File: config.mk
export PLATFORM = sky130hd
export DESIGN_NAME = alu_issue_ctrl
export DESIGN_NICKNAME = d
export VERILOG_FILES = /design/src/rtl/alu_issue_ctrl.sv
export SDC_FILE = /design/constraint.sdc
export NUM_CORES = 1
export LEC_CHECK = 0
export CAP_MARGIN = 5
export CORE_MARGIN = 3
export CORE_UTILIZATION = 45
export CTS_BUF_LIST = sky130_fd_sc_hd__clkbuf_4 sky130_fd_sc_hd__clkbuf_8
export DETAILED_ROUTE_END_ITERATION = 10
export GPL_TIMING_DRIVEN = 1
export MAX_ROUTING_LAYER = met4
export PLACE_DENSITY_LB_ADDON = 0.25
export SETUP_SLACK_MARGIN = 0.05
export SLEW_MARGIN = 0
export SYNTH_ARGS = -nofsm -noshare
export SYNTH_HDL_FRONTEND = slang
export SYNTH_SLANG_ARGS = --single-unit
File: constraint.sdc
create_clock -name clk_i -period 5.15 [get_ports clk_i]
set_clock_uncertainty 0.05 [all_clocks]
set_input_delay 0.7725 -clock clk_i [delete_from_list [all_inputs] [get_ports clk_i]]
set_output_delay 0.7725 -clock clk_i [all_outputs]
set_load 0.005 [all_outputs]
File: src/rtl/alu_issue_ctrl.sv
// alu_issue_ctrl: EX-stage issue for the ALU. Decodes the ID instruction
// into a 3-bit ALU code, selects operands and holds them in the ID/EX
// register. A mul stays in EX for MUL_CYCLES cycles in total before it is
// presented as valid.
//
// Handshake (both sides): a transfer happens on a rising edge where valid
// and ready are both high. The sender keeps its payload stable while valid
// is high and ready is low. On the ID side a flush_i cycle also raises
// id_ready_o, and ID treats its offer as consumed (the op is dropped).
module alu_issue_ctrl #(
  parameter int MUL_CYCLES = 3
) (
  input  logic        clk_i,
  input  logic        rst_i,
  input  logic        flush_i,
  input  logic        id_valid_i,
  output logic        id_ready_o,
  input  logic [6:0]  opcode_i,
  input  logic [2:0]  funct3_i,
  input  logic [6:0]  funct7_i,
  input  logic [31:0] rs1_data_i,
  input  logic [31:0] rs2_data_i,
  input  logic [11:0] imm_i,
  input  logic [4:0]  rd_i,
  output logic        ex_valid_o,
  input  logic        ex_ready_i,
  output logic [2:0]  alu_ctrl_o,
  output logic [31:0] op1_o,
  output logic [31:0] op2_o,
  output logic [4:0]  rd_o,
  output logic        regwrite_o,
  output logic        illegal_o,
  output logic        busy_o,
  output logic [1:0]  state_dbg_o
);

  typedef enum logic [1:0] {
    S_EMPTY = 2'd0,
    S_MUL   = 2'd1,
    S_VALID = 2'd2
  } state_t;

  typedef enum logic [1:0] {
    OP2_RS2   = 2'd0,
    OP2_SIMM  = 2'd1,
    OP2_SHAMT = 2'd2
  } op2_sel_t;

  // Counter only ever holds MUL_CYCLES-1 down to 1.
  localparam int CW = (MUL_CYCLES > 1) ? $clog2(MUL_CYCLES) + 1 : 1;
  localparam logic [CW-1:0] CNT_LOAD = CW'(MUL_CYCLES - 1);
  localparam bit MUL_STALLS = (MUL_CYCLES > 1);

  state_t        state_q, state_d;
  logic [CW-1:0] cnt_q, cnt_d;
  logic [2:0]    alu_ctrl_q, alu_ctrl_d;
  logic [31:0]   op1_q, op1_d;
  logic [31:0]   op2_q, op2_d;
  logic [4:0]    rd_q, rd_d;
  logic          regwrite_q, regwrite_d;
  logic          illegal_q, illegal_d;

  logic [2:0]    dec_code;
  logic          dec_rw;
  logic          dec_ill;
  logic          dec_mul;
  op2_sel_t      dec_sel;
  logic [31:0]   dec_op2;
  logic          accept;

  // Instruction decode: anything not matched falls through as illegal.
  always_comb begin
    dec_code = 3'b010;
    dec_rw   = 1'b0;
    dec_ill  = 1'b1;
    dec_mul  = 1'b0;
    dec_sel  = OP2_RS2;
    case (opcode_i)
      7'b0110011: begin
        if (funct7_i == 7'b0000000) begin
          case (funct3_i)
            3'b111:  begin dec_code = 3'b000; dec_rw = 1'b1; dec_ill = 1'b0; end
            3'b100:  begin dec_code = 3'b111; dec_rw = 1'b1; dec_ill = 1'b0; end
            3'b001:  begin dec_code = 3'b011; dec_rw = 1'b1; dec_ill = 1'b0; end
            3'b000:  begin dec_code = 3'b010; dec_rw = 1'b1; dec_ill = 1'b0; end
            default: ;
          endcase
        end else if (funct7_i == 7'b0100000 && funct3_i == 3'b000) begin
          dec_code = 3'b110; dec_rw = 1'b1; dec_ill = 1'b0;
        end else if (funct7_i == 7'b0000001 && funct3_i == 3'b000) begin
          dec_code = 3'b100; dec_rw = 1'b1; dec_ill = 1'b0; dec_mul = 1'b1;
        end
      end
      7'b0010011: begin
        if (funct3_i == 3'b000) begin
          dec_code = 3'b010; dec_rw = 1'b1; dec_ill = 1'b0; dec_sel = OP2_SIMM;
        end else if (funct3_i == 3'b101 && funct7_i == 7'b0100000) begin
          dec_code = 3'b001; dec_rw = 1'b1; dec_ill = 1'b0; dec_sel = OP2_SHAMT;
        end
      end
      7'b0000011: begin
        if (funct3_i == 3'b010) begin
          dec_code = 3'b010; dec_rw = 1'b1; dec_ill = 1'b0; dec_sel = OP2_SIMM;
        end
      end
      7'b0100011: begin
        if (funct3_i == 3'b010) begin
          dec_code = 3'b010; dec_ill = 1'b0; dec_sel = OP2_SIMM;
        end
      end
      7'b1100011: begin
        if (funct3_i == 3'b000) begin
          dec_code = 3'b110; dec_ill = 1'b0;
        end
      end
      default: ;
    endcase
    case (dec_sel)
      OP2_SIMM:  dec_op2 = {{20{imm_i[11]}}, imm_i};
      OP2_SHAMT: dec_op2 = {27'b0, imm_i[4:0]};
      default:   dec_op2 = rs2_data_i;
    endcase
  end

  // ID-side ready and the accept strobe; a flush swallows the ID offer.
  always_comb begin
    if (flush_i) begin
      id_ready_o = 1'b1;
    end else begin
      case (state_q)
        S_EMPTY: id_ready_o = 1'b1;
        S_VALID: id_ready_o = ex_ready_i;
        default: id_ready_o = 1'b0;
      endcase
    end
    accept = id_valid_i && id_ready_o && !flush_i;
  end

  // Next-state and ID/EX payload; payload moves only on accept or flush.
  always_comb begin
    state_d    = state_q;
    cnt_d      = cnt_q;
    alu_ctrl_d = alu_ctrl_q;
    op1_d      = op1_q;
    op2_d      = op2_q;
    rd_d       = rd_q;
    regwrite_d = regwrite_q;
    illegal_d  = illegal_q;
    if (flush_i) begin
      state_d    = S_EMPTY;
      cnt_d      = '0;
      alu_ctrl_d = '0;
      op1_d      = '0;
      op2_d      = '0;
      rd_d       = '0;
      regwrite_d = 1'b0;
      illegal_d  = 1'b0;
    end else begin
      case (state_q)
        S_MUL: begin
          if (cnt_q <= CW'(1)) begin
            state_d = S_VALID;
            cnt_d   = '0;
          end else begin
            cnt_d = cnt_q - CW'(1);
          end
        end
        S_VALID: begin
          if (ex_ready_i && !id_valid_i) state_d = S_EMPTY;
        end
        default: ;
      endcase
      if (accept) begin
        alu_ctrl_d = dec_code;
        op1_d      = rs1_data_i;
        op2_d      = dec_op2;
        rd_d       = rd_i;
        regwrite_d = dec_rw;
        illegal_d  = dec_ill;
        if (dec_mul && MUL_STALLS) begin
          state_d = S_MUL;
          cnt_d   = CNT_LOAD;
        end else begin
          state_d = S_VALID;
          cnt_d   = '0;
        end
      end
    end
  end

  // State, counter and ID/EX register; async reset aborts any mul.
  always_ff @(posedge clk_i or negedge rst_i) begin
    if (!rst_i) begin
      state_q    <= S_EMPTY;
      cnt_q      <= '0;
      alu_ctrl_q <= '0;
      op1_q      <= '0;
      op2_q      <= '0;
      rd_q       <= '0;
      regwrite_q <= 1'b0;
      illegal_q  <= 1'b0;
    end else begin
      state_q    <= state_d;
      cnt_q      <= cnt_d;
      alu_ctrl_q <= alu_ctrl_d;
      op1_q      <= op1_d;
      op2_q      <= op2_d;
      rd_q       <= rd_d;
      regwrite_q <= regwrite_d;
      illegal_q  <= illegal_d;
    end
  end

  assign ex_valid_o  = (state_q == S_VALID);
  assign busy_o      = (state_q == S_MUL);
  assign state_dbg_o = state_q;
  assign alu_ctrl_o  = alu_ctrl_q;
  assign op1_o       = op1_q;
  assign op2_o       = op2_q;
  assign rd_o        = rd_q;
  assign regwrite_o  = regwrite_q;
  assign illegal_o   = illegal_q;

endmodule

==> out/qor.yml <==
outcome:
  status: "finished, final reports clean"
pwr:
  total_leakage_power_uw: 0.00239
  worst_ir_drop_vdd_mv: 0.157
  power_density_nw_per_um2: 269
global_routing:
  grt_max_degree: 80
  grt_pass1_vias: 3412
  global_route.usage.total_pct: 24.4
  antenna_found_initial: 0
  grt_remaining_overflow: 0
  first_pass_grt_wire_length_mm: 16.9
sta:
  final_hold_viol_count: 0
  final.period_utilization_pct: 70.1
  period_needed_ns: 3.61
  worstMarginPinSlew_ns: 0.994
  postLayoutSetupSlackWorst_ns: 1.54
  final_layout_worst_hold_slack_ns: 0.435
  grt_setup_unrepaired: "false"
  worst_slew_margin_rel_pct: 33.7
  setup_violations: 0
  achievable-frequency_ghz: 0.277
  timing_max_transition_violations_final: 0
  tns_ns: 0
drt:
  antenna_left: 0
  detail_route.first_pass.iterations: 4
  vias: 3460
  drt-wirelength-per-cell_um: 17.4
  drt_wl_total_mm: 11.0
  drt_first_iter_violations: 138
  drc: 0
  via_per_inst: 5.48
floorplan:
  initial_core_util_pct: 46.8
  die-height_um: 95.9
  core_um2: 7770
  floorplan.die_area_um2: 9190
  row_count: 32
  die_x_um: 95.9
  pin_count: 182
run:
  cap_viol_max_count: 0
cts:
  post_cts_hold_buffer_count: 0
  clk_path_buf_depth: 2
  root_buffer_selected_by_cts: "clkbuf_8"
  cts_inserted_buffers: 9
  postCtsSetupRepairBufs: 0
  clock_sinks: 79
  cts_resized: 0
  ctsHtreeMaxLevel: 3
  worst_setup_hold_path_clk_slew_ns: 0.08
  clock_insertion_delay_worst_skew_ns: 0.34
  tritoncts_clock_tree: "yes"
synth:
  syn_avg_cell_area_um2: 10.1
  post_synth_main_area_contributors: "dfrtp_1 54%, a22o_1 9.2%, a21oi_1 5.1%, nand2_1 4.5%, o21ai_0 4.5%"
  synthesis_stage_register_bit_count: 79
  post_synth_instance_area_um2: 3630
  edff_count_synth: 0
  ys_seq_area_share_pct: 54.4
  synth_top_cell_area_share_pct: 54.4
  synthDominantAreaCellType: "dfrtp_1"
  distinct_cell_type_count_of_the_synthesized_netlist: 45
  synth-main-ff-cell: "dfrtp_1"
  async_reset_ff_share_pct: 100
  post_synth_inst_count: 359
  yosysWarningCount: 0
  mappedNetlistNets: 466
critical_path:
  worstPathRequired_ns: 5.35
  critical_path_arrival_ns: 3.81
  setup.worst_path.class: "in -> reg"
  setup.reg_to_reg.worst_slack_ns: 3.02
  worst-path-max-fanout: 30
  critical_path.startpoint_type: "input pin"
  endpoint_kind: "flop"
placement:
  preCtsSetupSlack_ns: 1.29
  port_buffers: 181
  dp_cells: 615
  finalWeightedCongestion: 0.894
  hpwl_mm: 7.73
cells_and_area:
  final_nets: 631
  area_delta_synth_final_pct: 56.6
  antennaDiodeCount: 0
  drive_above_1_share_pct: 5.67
  stdcell_count: 631
hold_path:
  hold_class: "reg -> reg"
-- report_power, final --
group | internal (uW) | total, uW | leakage (uW) | switching [uW]
clock network | 281 | 516 | 0.000107 | 235
logic | 194 | 318 | 0.00122 | 124
registers | 666 | 694 | 0.00106 | 28.3
total | 1140 | 1530 | 0.00239 | 387
-- final timing paths --
kind,cells after the start,from,end
hold reg to reg,2,op2_o[5]$_DFFE_PN0P_,op2_o[5]$_DFFE_PN0P_
min in group asynchronous,1,rst_i,op2_o[5]$_DFFE_PN0P_
setup / recovery,9,funct3_i[2],op2_o[11]$_DFFE_PN0P_
hold / removal,2,op2_o[5]$_DFFE_PN0P_,op2_o[5]$_DFFE_PN0P_
setup reg to reg,4,state_dbg_o[1]$_DFFE_PN0P_,alu_ctrl_o[1]$_DFFE_PN0P_
max in group asynchronous,1,rst_i,regwrite_o$_DFFE_PN0P_
-- cell type report --
cell class              count  area (um2)
well taps                 102         128
flip-flops and latches     79        1980
clock inverters             6        92.6
clock buffers              10         131
repair buffers            184        1830
inverters                   7        26.3
fillers                   605        2080
multi-input cells         243        1500
-- stage by stage --
step                      area [um2]  util (%)  total power, uW
after floorplan                 3630         -              808
after global placement          5470      70.4             1020
after detailed placement        5470      70.4             1020
after CTS                       5690      73.2             1540
after global routing            5690      73.2             1600
final                           5690      73.2             1530
-- flip-flops by register name, indices dropped and copies added, names as in the netlist --
name / cells
alu_ctrl_o: 3
cnt_q: 3
op1_o: 32
regwrite_o: 1
op2_o: 32
illegal_o: 1
state_dbg_o: 2
rd_o: 5
-- kinds of logic (layout without fill, tap and decap cells) --
kind of cell    count (synthesis)  count (layout)  synth area share (%)
compound gates                130             130                  23.8
simple gates                  103             103                  14.6
flops                          79              79                  54.4
buf+inv                        37             207                  4.37
fa+ha+maj                       5               5                  1.65
xor+xnor                        4               4                 0.964
mux                             1               1                 0.275
-- synth_stat cells, drive strengths merged, types with 2 or more instances --
cell and n:
a21o 2, a21oi 38, a221o 2, a22o 38
a32o 2, and2 2, buf 11, clkbuf 19
dfrtp 79, ha 4, inv 7, nand2 44
nand2b 4, nand3 5, nand3b 2, nor2 18
nor2b 5, nor3 10, nor3b 5, nor4 3
o21ai 35, o21bai 4, o31ai 3, or3 2
xor2 4
-- critical path, stage by stage --
cell and delay, ns:
clkdlybuf4s50_1 0.64, nand3_1 0.16, or3_1 0.35, nor2_1 0.15, nand2_1 0.10, ha_1 0.95
buf_4 0.33, a21oi_1 0.11, o21ai_0 0.23
-- layer usage --
metal | track usage, % | part of all wire (%) | vias to the layer above | wire length, um
met5 | - | 0 | - | 0
met4 | 7.94 | 2.0 | 0 | 221
met3 | 5.08 | 7.1 | 22 | 776
met2 | 40.0 | 49 | 155 | 5430
met1 | 30.3 | 42 | 1671 | 4560
li1 | - | - | 1612 | -
-- layout by cell type (no fill, tap or decap), types with 4 or more instances in the layout --
master and count:
nand3_1 5, nor2_1 18, clkbuf_8 9, nor3_1 9
nor2b_1 4, nor3b_1 5, a22o_1 38, o21ai_0 33
xor2_1 4, inv_1 7, a21oi_1 37, o21bai_1 4
dfrtp_1 79, ha_1 4, nand2_1 44, clkdlybuf4s50_1 180
buf_4 4
No activity file was read; power rests on OpenSTA's default activity.
